==> src/rtl/spi_pkg.sv <==
// -----------------------------------------------------------------------------
// spi_pkg
// Shared definitions for the SPI memory-side responder: FSM state encoding,
// bus mode constants and the default synchronizer depth.
// -----------------------------------------------------------------------------
package spi_pkg;

    typedef enum logic [1:0] {
        ST_IDLE  = 2'd0,
        ST_SHIFT = 2'd1,
        ST_DONE  = 2'd2
    } spiState_t;

    // SCLK idle level; also the reset value of the SCLK synchronizer.
    localparam bit SPI_CPOL = 1'b1;

    // Value shifted into the transmit register behind the data, and the MISO idle level.
    localparam logic SPI_FILL_BIT = 1'b1;

    localparam int unsigned SYNC_STAGES_DEFAULT = 2;

endpackage

==> src/rtl/spi_mem_slave_sync.sv <==
// -----------------------------------------------------------------------------
// spi_sync / spi_sync_edge
// spi_sync: STAGES-deep flop chain bringing an asynchronous pin into iCLK,
//   reset to RST_VAL.
//   iCLK, iRST : clock, synchronous active-high reset
//   iD         : asynchronous input pin
//   oQ         : synchronized level
// spi_sync_edge: spi_sync plus a further registered copy used for edge
//   detection; strobes are registered one-cycle pulses.
//   oLevel       : synchronized level
//   oRise, oFall : edge strobes, STAGES+1 cycles after the pin edge
// -----------------------------------------------------------------------------
module spi_sync #(
    parameter int unsigned STAGES  = 2,
    parameter logic        RST_VAL = 1'b0
) (
    input  logic iCLK,
    input  logic iRST,
    input  logic iD,
    output logic oQ
);

    logic [STAGES-1:0] chain;

    always_ff @(posedge iCLK) begin
        if (iRST) begin
            chain <= {STAGES{RST_VAL}};
        end else begin
            chain <= {chain[STAGES-2:0], iD};
        end
    end

    assign oQ = chain[STAGES-1];

endmodule

module spi_sync_edge #(
    parameter int unsigned STAGES  = 2,
    parameter logic        RST_VAL = 1'b0
) (
    input  logic iCLK,
    input  logic iRST,
    input  logic iD,
    output logic oLevel,
    output logic oRise,
    output logic oFall
);

    logic levelQ;
    logic prevQ;

    spi_sync #(
        .STAGES  (STAGES),
        .RST_VAL (RST_VAL)
    ) uSync (
        .iCLK (iCLK),
        .iRST (iRST),
        .iD   (iD),
        .oQ   (levelQ)
    );

    // Edge register resets to the same value as the chain, so reset itself never makes a strobe.
    always_ff @(posedge iCLK) begin
        if (iRST) begin
            prevQ <= RST_VAL;
            oRise <= 1'b0;
            oFall <= 1'b0;
        end else begin
            prevQ <= levelQ;
            oRise <= levelQ & ~prevQ;
            oFall <= ~levelQ & prevQ;
        end
    end

    assign oLevel = levelQ;

endmodule

==> src/rtl/spi_mem_slave.sv <==
// -----------------------------------------------------------------------------
// spi_mem_slave
// SPI responder (SCLK idles high, MSB first) oversampling the master's lines
// on iCLK. Exchanges one NBIT word per frame: iTXdata is captured at frame
// start and returned on oMISO while the MOSI word is assembled.
//   iCLK, iRST          : system clock, synchronous active-high reset
//   iSCLK, iSS, iMOSI   : SPI pins from the master (SS active low)
//   oMISO               : serial data to the master
//   iTXdata             : word to return, captured on SS fall
//   oRXdata             : last complete received word
//   oRXvalid            : one-cycle pulse when oRXdata updates
//   oFRAMEerr           : one-cycle pulse when a frame aborts early
//   oBUSY               : high while a frame is active (SHIFT or DONE)
// -----------------------------------------------------------------------------
module spi_mem_slave
    import spi_pkg::*;
#(
    parameter int unsigned NBIT        = 128,
    parameter int unsigned SYNC_STAGES = SYNC_STAGES_DEFAULT
) (
    input  logic            iCLK,
    input  logic            iRST,
    input  logic            iSCLK,
    input  logic            iSS,
    input  logic            iMOSI,
    output logic            oMISO,
    input  logic [NBIT-1:0] iTXdata,
    output logic [NBIT-1:0] oRXdata,
    output logic            oRXvalid,
    output logic            oFRAMEerr,
    output logic            oBUSY
);

    localparam int unsigned CNT_W = $clog2(NBIT + 1);

    logic sclkRise;
    logic sclkFall;
    logic unusedSclkLevel;
    logic ssLevel;
    logic ssFall;
    logic unusedSsRise;
    logic mosiS;

    spiState_t        state;
    spiState_t        stateNext;
    logic [NBIT-1:0]  txSr;
    logic [NBIT-1:0]  rxSr;
    logic [CNT_W-1:0] bitCnt;

    logic lastBit_c;
    logic loadTx_c;
    logic shiftTx_c;
    logic shiftRx_c;
    logic rxValid_c;
    logic frameErr_c;

    spi_sync_edge #(
        .STAGES  (SYNC_STAGES),
        .RST_VAL (SPI_CPOL)
    ) uSclkSync (
        .iCLK   (iCLK),
        .iRST   (iRST),
        .iD     (iSCLK),
        .oLevel (unusedSclkLevel),
        .oRise  (sclkRise),
        .oFall  (sclkFall)
    );

    // SS chain resets low: a frame already running at reset cannot produce a fall.
    spi_sync_edge #(
        .STAGES  (SYNC_STAGES),
        .RST_VAL (1'b0)
    ) uSsSync (
        .iCLK   (iCLK),
        .iRST   (iRST),
        .iD     (iSS),
        .oLevel (ssLevel),
        .oRise  (unusedSsRise),
        .oFall  (ssFall)
    );

    // Same depth as SCLK so sampled data lines up with the rise strobe.
    spi_sync #(
        .STAGES  (SYNC_STAGES),
        .RST_VAL (1'b0)
    ) uMosiSync (
        .iCLK (iCLK),
        .iRST (iRST),
        .iD   (iMOSI),
        .oQ   (mosiS)
    );

    assign lastBit_c = (bitCnt == CNT_W'(NBIT - 1));

    // State register.
    always_ff @(posedge iCLK) begin
        if (iRST) begin
            state <= ST_IDLE;
        end else begin
            state <= stateNext;
        end
    end

    // Next state; the completing rise wins over a simultaneous SS deassert.
    always_comb begin
        stateNext = state;
        case (state)
            ST_IDLE: begin
                if (ssFall) stateNext = ST_SHIFT;
            end
            ST_SHIFT: begin
                if (sclkRise && lastBit_c) stateNext = ST_DONE;
                else if (ssLevel)          stateNext = ST_IDLE;
            end
            ST_DONE: begin
                if (ssLevel) stateNext = ST_IDLE;
            end
            default: stateNext = ST_IDLE;
        endcase
    end

    // Datapath controls per state.
    always_comb begin
        loadTx_c   = 1'b0;
        shiftTx_c  = 1'b0;
        shiftRx_c  = 1'b0;
        rxValid_c  = 1'b0;
        frameErr_c = 1'b0;
        case (state)
            ST_IDLE: begin
                loadTx_c = ssFall;
            end
            ST_SHIFT: begin
                shiftTx_c  = sclkFall;
                shiftRx_c  = sclkRise;
                rxValid_c  = sclkRise && lastBit_c;
                frameErr_c = ssLevel && !(sclkRise && lastBit_c);
            end
            default: ;
        endcase
    end

    // Shift registers and registered outputs.
    always_ff @(posedge iCLK) begin
        if (iRST) begin
            txSr      <= '0;
            rxSr      <= '0;
            bitCnt    <= '0;
            oMISO     <= 1'b1;
            oRXdata   <= '0;
            oRXvalid  <= 1'b0;
            oFRAMEerr <= 1'b0;
            oBUSY     <= 1'b0;
        end else begin
            oRXvalid  <= rxValid_c;
            oFRAMEerr <= frameErr_c;
            oBUSY     <= (stateNext != ST_IDLE);

            if (loadTx_c) begin
                txSr   <= iTXdata;
                bitCnt <= '0;
            end

            if (shiftTx_c) begin
                oMISO <= txSr[NBIT-1];
                txSr  <= {txSr[NBIT-2:0], SPI_FILL_BIT};
            end else if (state != ST_SHIFT) begin
                oMISO <= SPI_FILL_BIT;
            end

            if (shiftRx_c) begin
                rxSr   <= {rxSr[NBIT-2:0], mosiS};
                bitCnt <= bitCnt + CNT_W'(1);
            end

            if (rxValid_c) begin
                oRXdata <= {rxSr[NBIT-2:0], mosiS};
            end
        end
    end

endmodule

==> config.mk <==
export PLATFORM = sky130hd
export DESIGN_NAME = spi_mem_slave
export DESIGN_NICKNAME = d
export VERILOG_FILES = /design/src/rtl/spi_pkg.sv /design/src/rtl/spi_mem_slave_sync.sv /design/src/rtl/spi_mem_slave.sv
export SDC_FILE = /design/constraint.sdc
export NUM_CORES = 1
export LEC_CHECK = 0
export ABC_CLOCK_PERIOD_IN_PS = 1900
export CORE_MARGIN = 4
export CORE_UTILIZATION = 40
export CTS_CLUSTER_DIAMETER = 200
export DETAILED_ROUTE_END_ITERATION = 7
export HOLD_SLACK_MARGIN = 0.08
export PLACE_DENSITY = 0.62
export SYNTH_ARGS = -nofsm -noshare
export SYNTH_HDL_FRONTEND = slang
export SYNTH_HIERARCHICAL = 1
export SYNTH_SLANG_ARGS = --single-unit
==> constraint.sdc <==
create_clock -name iCLK -period 1.9 [get_ports iCLK]
set_input_delay 0.38 -clock iCLK [delete_from_list [all_inputs] [get_ports iCLK]]
set_output_delay 0.38 -clock iCLK [all_outputs]
set_load 0.03 [all_outputs]
==> reports/results.ini, run 1 <==
[run_status]
outcome=complete, no violations

[clock_tree]
cts.clk_slew.worst_paths_ns=0.06
cts_tree=built
holdBufCountCts=0
clkSinkCount=408
htreeDepth=2
clockRootBuffer=clkbuf_16
cts_buffers=45
clock_path_buffers=3
clk_latency_ns=0.57

[synthesis]
syn_nets=2123
yosys_warnings=6
synth.avg_cell_area_um2=8.34
synth_area_um2=16600
syn-instance-count=1989

[job]
maxCapViolations=0

[placed_design]
gpl.final_weighted_congestion=0.781
place_area_um2=19500
hpwlAfterDp_mm=28.5
numPortBuffers=264

[floorplanning]
die_h_um=212
die-area_um2=44800
core_area_um2=40900
ios=265
die_w_um=212
rows=74
initial_core_util_pct=40.6

[sta]
fin_skew_ns=0.0241
drv_slew=0
tns_ns=0
period_needed_ns=1.81
hold_violations=0
slew_headroom_pct=57.4
timing.final.crit_share_pct=95.3
fmax_mhz=552
setup_viol=0
worst_pin_slew_ns=0.639
rsz0062_at_grt=false

[route]
met3WireLength_mm=3.37
topRoutingLayerUsed=met4
vias=15400
drt_iter0_drc=1539
routed_wirelength_mm=48.5
met2WireLength_mm=21.8
firstDrtPassIters=5
drc=0
wl_per_cell_um=18.0
ant_nets=0
wl_met1_mm=22.5
vias_per_cell=5.72

[layout]
syn_to_final_growth_pct=26.0
design_area_um2=20900
final_nets=2256
multi_input_area_um2=7340
regArea_um2=8170
drive_above_1_share_pct=7.41
final_util_pct=51.1
fillerInstances=3865

[setup_path]
crit_chain=ha_2 > nand3_4 > buf_12 > o41ai_2 > a21oi_1
critical_path_peak_fanout=96
cp-end-kind=flip-flop
worst_ep_required_time_ns=2.32
arrival_ns=2.23
startpoint_type=flip-flop
slowest_delay_ns=0.44
path_class=reg2reg
ff2ff_path_depth=5
crit_slowest_cell=o41ai_2
regToRegSetupSlack_ns=0.09

[worst_hold_path]
min_path_cells=2
hp-class=in2reg

[global_route]
grt_pass1_wl_mm=76.8
grt_pass1_vias=14400
grt_max_degree=97
grt_usage_pct=20.3
antenna_found_initial=0
overflow=0

[pwr]
peakVddDrop_uv=625
power_density_nw_per_um2=861
p_leak_nw=7.43

## report_power, final
part | internal [W] | total, W | switching [W]
sequential | 0.00860 | 0.00863 | 0.0000251
clock | 0.00518 | 0.00873 | 0.00355
combinational | 0.000335 | 0.000650 | 0.000315
total | 0.0141 | 0.0180 | 0.00389
## per-stage QoR
step	hold slack (ns)	worst slack, ns	cells	power [W]
floorplan	0.383	0.339	1989	0.00906
global placement	0.394	0.188	2607	0.00946
detailed placement	0.393	0.134	2607	0.00946
CTS	0.268	0.0966	2690	0.0182
global route	0.296	0.00455	2690	0.0186
finish	0.309	0.0896	2691	0.0180
## flip-flops by register name (all words and copies together) (netlist names), 2 cells and up
signal	cells
oRXdata	128
rxSr	127
bitCnt	8
txSr	128
uSsSync/uSync/chain	2
uMosiSync/chain	2
state	2
uSclkSync/uSync/chain	2
## cells in the final DEF (no fill, tap or decap), types with 6 or more instances in the layout
| master | instances |
|---|---|
| nand2_1 | 517 |
| nand3_1 | 7 |
| dfxtp_1 | 408 |
| nor2_1 | 129 |
| buf_4 | 28 |
| clkbuf_1 | 6 |
| o41ai_2 | 6 |
| buf_12 | 27 |
| a311oi_1 | 126 |
| clkbuf_16 | 46 |
| a21oi_1 | 261 |
| dlygate4sd2_1 | 132 |
| clkdlybuf4s50_1 | 131 |
| nand4_1 | 129 |
| clkbuf_8 | 12 |
| clkinv_2 | 12 |
| o41ai_1 | 122 |
## critical path: cells and delay by family (launching register included)
family	cells	cell delay, ns
compound gates	2	0.56
fa+ha+maj	1	0.26
buf+inv	1	0.23
flops	1	0.39
simple gates	1	0.11
## layer usage
layer	GRT usage [%]	up-vias
met3	3.68	61
li1	-	7456
met4	5.89	0
met1	29.4	7392
met2	31.3	473
met5	0	-
## what timing repair did
| item | 4_1_cts | 5_1_grt |
|---|---|---|
| pin swaps | 0 | 0 |
| hold endpoints to repair | 0 | 0 |
| setup endpoints to repair | 132 | 23 |
| setup buffers | 0 | 0 |
| resized for setup | 132 | 7 |
## worst paths after layout
path / startpoint / endpoint
max reg2reg: bitCnt[0] / oRXdata[12]
min: iRST / uSsSync/uSync/chain[0]
min reg2reg: uSclkSync/uSync/chain[0] / uSclkSync/uSync/chain[1]
max: bitCnt[0] / oRXdata[12]
## layout make-up
| type | count | share of cell area [%] |
|---|---|---|
| Clock inverter | 19 | 0.796 |
| Tap cell | 532 | 3.18 |
| Inverter | 1 | 0.0179 |
| Antenna cell | 1 | 0.0120 |
| Sequential cell | 408 | 39.0 |
| Multi-Input combinational cell | 1347 | 35.1 |
| Timing Repair Buffer | 319 | 15.5 |
| Clock buffer | 64 | 6.40 |
(Power assumes the default switching activity.)
==> inputs of run 2 (changes only) <==
Settings changed: CTS_CLUSTER_SIZE set to 10.
==> run 2 against run 1 <==
  * Die area did not move
  * Combinational power barely moved
  * Routed wire length fell by 0.14%
  * Design area fell by 1.4%
  * Cell count fell by 1.3%
  * Core utilization fell by 0.72 points
  * Non-clock buffer count did not move
  * Fmax fell by 1.4%
  * First-iteration DRC count fell by 7.3%
  * Total power fell by 6.2%
==> reports/results.ini, run 2 (synthesized netlist as in run 1, its figures left out) <==
[floorplanning]
die_h_um=212  ; unchanged
rows=74  ; unchanged
die-area_um2=44800  ; unchanged
initial_core_util_pct=40.6  ; unchanged
ios=265  ; unchanged
core_area_um2=40900  ; unchanged
die_w_um=212  ; unchanged

[setup_path]
crit_chain=ha_2 > nand3_4 > buf_12 > o41ai_2 > a21oi_1
crit_slowest_cell=o41ai_2
arrival_ns=2.26  ; +0.03 ns
startpoint=bitCnt[0]
ff2ff_path_depth=5  ; unchanged
regToRegSetupSlack_ns=0.06  ; -0.03 ns
r2r-end=oRXdata[12]
path_buf_inv=1  ; unchanged
path_class=reg2reg
slowest_delay_ns=0.45  ; about the same
startpoint_type=flip-flop
r2r_start=bitCnt[0]
worst_ep_required_time_ns=2.33  ; about the same
critPathTopFamily=compound AO/OA/AOI/OAI gates
critical_path_peak_fanout=96  ; unchanged
cp-end-kind=flip-flop

[clock_tree]
cts.clk_slew.worst_paths_ns=0.05  ; about the same
cts_setup_buffers=0  ; unchanged
cts_tree=built
cts_buffers=46  ; +2.2%
clkSinkCount=408  ; unchanged
clockRootBuffer=clkbuf_16
htreeDepth=2  ; unchanged
clock_path_buffers=3  ; unchanged
clk_latency_ns=0.57  ; about the same

[sta]
rsz0062_at_grt=false
whs_ns=0.314  ; +0.00584 ns
hold_violations=0  ; unchanged
slew_headroom_pct=58.1  ; +0.77 points
tns_ns=0  ; unchanged
timing.final.crit_share_pct=96.6  ; +1.3 points
fin_skew_ns=0.0155  ; -0.00860 ns
fmax_mhz=545  ; -1.4%
worst_pin_slew_ns=0.628  ; -0.0115 ns
setup_viol=0  ; unchanged
fin_ws_ns=0.0641  ; -0.0255 ns
period_needed_ns=1.84  ; +0.0255 ns
drv_slew=0  ; unchanged

[layout]
mostFrequentLayoutCell=nand2_1
layout_common_cells=nand2_1 (517), dfxtp_1 (408), a21oi_1 (261)
antenna_cells=0  ; -1
fin_cells=2657  ; -1.3%
drive_above_1_share_pct=6.35  ; -1.1 points
syn_to_final_growth_pct=24.3
final_nets=2257  ; +0.044%
top_regs=oRXdata x128, txSr x128, rxSr x127

[pwr]
power_frac_seq_pct=51.1  ; +3.2 points
peakVddDrop_uv=513  ; -18%
power_density_nw_per_um2=819  ; -4.9%
total_power_w=0.0169  ; -6.2%
p_sw_share_pct=21.5  ; -0.069 points
clockPowerShare_pct=45.0  ; -3.5 points
p_int_w=0.0133  ; -6.2%
p_comb_share_pct=3.9  ; +0.3 points
power_switching_w=0.00363  ; -6.5%
p_leak_nw=7.28  ; -2.1%

[route]
routed_wirelength_mm=48.5  ; -0.14%
ant_nets=0  ; unchanged
vias=15300  ; -0.50%
wl_per_cell_um=18.2  ; +1.1%
vias_per_cell=5.76  ; +0.77%
drt_iter0_drc=1426  ; -7.3%
firstDrtPassIters=5  ; unchanged
drc=0  ; unchanged

[global_route]
antenna_found_initial=0  ; unchanged
grt_max_degree=97  ; unchanged
overflow=0  ; unchanged
grt_usage_pct=20.3  ; -0.052 points
grt_pass1_wl_mm=76.6  ; -0.18%
grt_pass1_vias=14400  ; -0.16%

[run_status]
outcome=complete, no violations

[worst_hold_path]
worstHoldStart=iRST
hold_end=uSsSync/uSync/chain[0]
hp-class=in2reg
min_path_cells=2  ; unchanged

[placed_design]
numPortBuffers=264  ; unchanged
dp_slack_ns=0.134  ; unchanged
gpl.final_weighted_congestion=0.781  ; unchanged
dpl.cell_count=2607  ; unchanged
hpwlAfterDp_mm=28.5  ; unchanged

[job]
maxCapViolations=0  ; unchanged

==> run 2: changes by cell type in the layout (fill, tap and decap cells not counted), sizes merged <==
cell      delta
bufinv       -2
clkbuf      -17
clkinv      -12
clkinvlp     -4
diode        -1
inv          +2
==> run 2: worst max path at each step <==
| stage | to | slack (ns) | cells past startpoint |
|---|---|---|---|
| floorplan | oRXdata[78] | 0.34 | 6 |
| global route | oRXdata[10] | 0.04 | 5 |
| global placement | oRXdata[74] | 0.19 | 5 |
| CTS | oRXdata[126] | 0.09 | 1 |
| finish | oRXdata[12] | 0.06 | 5 |
| detailed placement | oRXdata[12] | 0.13 | 5 |
==> run 2: final cells by class <==
class                           count  area [µm²]
Clock buffer                       47        1160
Clock inverter                      3        33.8
Fill cell                        3912       20300
Inverter                            1        3.75
Multi-Input combinational cell   1347        7360
Sequential cell                   408        8170
Tap cell                          532         666
Timing Repair Buffer              319        3230
==> run 2: power groups by stage <==
stage	sequential [W]	combinational (W)	clock, W
3_3_place_gp	0.00881	0.000646	0
6_report	0.00863	0.000650	0.00760
2_1_floorplan	0.00881	0.000252	0
3_5_place_dp	0.00881	0.000644	0
4_1_cts	0.00863	0.000650	0.00782
5_1_grt	0.00863	0.000694	0.00811
==> run 2: worst reg2reg max path: stages, from the launching register on <==
cell     delay (ns)
dfxtp_1        0.38
ha_2           0.26
nand3_4        0.12
buf_12         0.22
o41ai_2        0.60
a21oi_1        0.12
==> run 2: layer usage <==
| metal | vias to the layer above | global-route usage (%) | wire (µm) |
|---|---|---|---|
| met5 | - | 0 | 0 |
| met2 | 478 | 31.1 | 21700 |
| li1 | 7419 | - | - |
| met4 | 0 | 6.33 | 1040 |
| met1 | 7341 | 29.4 | 22900 |
| met3 | 67 | 3.23 | 2840 |
==> run 2: timing repair <==
item / CTS / global route
gates resized for setup: 132 / 9
setup endpoints to repair: 132 / 11
hold buffers: 0 / 0
==> run 2: stage by stage <==
stage	utilization (%)	cell area, µm²
final	50.4	20600
after floorplan	-	16600
after CTS	50.2	20600
after global routing	50.4	20600
after detailed placement	47.7	19500
after global placement	47.7	19500
==> inputs of run 3 (changes only) <==
Settings changed: REMOVE_ABC_BUFFERS set to 1.
==> run 3 against run 2 <==
  * Clock-buffer cell count increased by 1
  * Global-route usage down 0.35 points
  * Critical path depth unchanged
  * Clock power increased by 0.5%
  * First-iteration DRC count down 11%
  * Sequential power about the same
  * Non-clock buffer count unchanged
  * Design area up 0.50%
  * Setup slack gained 0.016 ns
  * Via count is 0.71% lower
  * Combinational power fell by 2%
  * Die area unchanged
==> reports/results.ini, run 3 (synthesized netlist as in run 1, its figures left out) <==
[layout]
multi_input_area_um2=7310  ; -0.65%
fillerInstances=3918  ; +0.15%
final_util_pct=50.6  ; +0.25 points
antenna_cells=0  ; unchanged
layout_common_cells=nand2_1 (517), dfxtp_1 (408), a21oi_1 (261)
regArea_um2=8170  ; unchanged
syn_to_final_growth_pct=24.9
drive_above_1_share_pct=5.98  ; -0.37 points
final_nets=2257  ; unchanged
mostFrequentLayoutCell=nand2_1
top_regs=oRXdata x128, txSr x128, rxSr x127

[sta]
fin_skew_ns=0.0203  ; +0.00481 ns
slew_headroom_pct=65.8  ; +7.6 points
setup_viol=0  ; unchanged
period_needed_ns=1.82  ; -0.0156 ns
timing.final.crit_share_pct=95.8  ; -0.82 points
rsz0062_at_grt=true
drv_slew=0  ; unchanged
fmax_mhz=549  ; +0.85%
hold_violations=0  ; unchanged
worst_pin_slew_ns=0.514  ; -0.114 ns

[setup_path]
r2r_start=bitCnt[0]
arrival_ns=2.25  ; about the same
cp-endpoint=oRXdata[42]
path_class=reg2reg
ff2ff_path_depth=5  ; unchanged
regToRegSetupSlack_ns=0.08  ; +0.02 ns
r2r-end=oRXdata[42]
worst_ep_required_time_ns=2.33  ; about the same
startpoint=bitCnt[0]
startpoint_type=flip-flop
cp-end-kind=flip-flop
critical_path_peak_fanout=93  ; -3.1%

[floorplanning]
die-area_um2=44800  ; unchanged
core_area_um2=40900  ; unchanged
ios=265  ; unchanged
die_w_um=212  ; unchanged
die_h_um=212  ; unchanged
initial_core_util_pct=40.6  ; unchanged
rows=74  ; unchanged

[route]
firstDrtPassIters=5  ; unchanged
met3WireLength_mm=3.50  ; +23%
drt_iter0_drc=1264  ; -11%
topRoutingLayerUsed=met4
met2WireLength_mm=20.7  ; -4.9%
vias=15200  ; -0.71%
drc=0  ; unchanged
wl_met1_mm=21.8  ; -4.8%
vias_per_cell=5.72  ; -0.67%
ant_nets=0  ; unchanged
routed_wirelength_mm=46.7  ; -3.6%
wl_per_cell_um=17.6  ; -3.5%

[worst_hold_path]
hp-class=in2reg

[global_route]
grt_pass1_wl_mm=75.3  ; -1.7%
overflow=0  ; unchanged
grt_usage_pct=19.9  ; -0.35 points
grt_max_degree=97  ; unchanged
grt_pass1_vias=14400  ; +0.021%
antenna_found_initial=0  ; unchanged

[clock_tree]
cts_tree=built
clkSinkCount=408  ; unchanged
holdBufCountCts=0  ; unchanged
clockRootBuffer=clkbuf_16
clk_latency_ns=0.56  ; about the same
cts_buffers=46  ; unchanged
cts.clk_slew.worst_paths_ns=0.06  ; about the same
clock_path_buffers=3  ; unchanged
htreeDepth=2  ; unchanged

[pwr]
p_leak_nw=7.33  ; +0.70%
peakVddDrop_uv=511  ; -0.37%
total_power_w=0.0169  ; +0.15%
power_density_nw_per_um2=816  ; -0.34%

[placed_design]
hpwlAfterDp_mm=28.6  ; +0.13%
numPortBuffers=264  ; unchanged
gpl.final_weighted_congestion=0.810  ; +3.7%

[run_status]
outcome=complete, no violations

[job]
maxCapViolations=0  ; unchanged

## run 3: cell types whose count changed in the layout (fill, tap and decap cells not counted)
| cell | change |
|---|---|
| o41ai_1 | +6 |
| inv_6 | -1 |
| clkinv_8 | -1 |
| buf_4 | -12 |
| clkbuf_16 | +1 |
| ha_2 | -1 |
| ha_1 | +1 |
| o41ai_2 | -6 |
| buf_12 | +12 |
## run 3: where the power goes
group | switching (W) | total [W] | leakage, nW | internal (W)
sequential | 0.0000256 | 0.00863 | 3.29 | 0.00861
clock | 0.00327 | 0.00764 | 0.591 | 0.00437
combinational | 0.000310 | 0.000640 | 3.45 | 0.000329
total | 0.00360 | 0.0169 | 7.33 | 0.0133
## run 3: worst max-delay path, cell delays in order, from the launching register on
cell and delay, ns:
dfxtp_1 0.38, ha_1 0.30, nand3_4 0.15, buf_12 0.28
o41ai_1 0.43, a21oi_1 0.12
## run 3: how the worst min path moves through the flow
stage	cells after the start	slack, ns	from	endpoint
2_1_floorplan	1	0.38	uSclkSync/uSync/chain[0]	uSclkSync/uSync/chain[1]
3_3_place_gp	1	0.39	uSclkSync/uSync/chain[0]	uSclkSync/uSync/chain[1]
3_5_place_dp	1	0.40	uSclkSync/uSync/chain[0]	uSclkSync/uSync/chain[1]
4_1_cts	2	0.13	iRST	uSsSync/uSync/chain[0]
5_1_grt	2	0.15	iRST	uSsSync/uSync/chain[0]
6_report	2	0.17	iRST	uSsSync/uSync/chain[0]
## run 3: area by class of cell
cell class | count | area share [%]
Sequential cell | 408 | 39.4
Timing Repair Buffer | 319 | 16.3
Clock inverter | 1 | 0.0423
Tap cell | 532 | 3.21
Clock buffer | 48 | 5.74
Multi-Input combinational cell | 1347 | 35.3
Inverter | 1 | 0.0181
## run 3: layer usage
layer,vias up,GRT usage [%]
met1,7248,28.6
met2,457,30.6
li1,7425,-
met5,-,0
met3,66,4.88
met4,0,4.69
## run 3: metrics by stage
stage / area, µm² / hold WS, ns / instances / setup slack, ns / setup TNS [ns]
finish: 20700 / 0.167 / 2656 / 0.0797 / 0
global route: 20700 / 0.146 / 2656 / -0.0402 / -0.241
CTS: 20700 / 0.130 / 2654 / 0.0448 / 0
detailed placement: 19700 / 0.396 / 2605 / 0.129 / 0
global placement: 19700 / 0.390 / 2605 / 0.182 / 0
floorplan: 15400 / 0.383 / 1756 / -4.36 / -1009.14
## run 3: repair_timing
item,CTS,global route
gates cloned,0,0
endpoints found under the setup margin,132,17
resized for setup,132,2
setup buffers,0,2
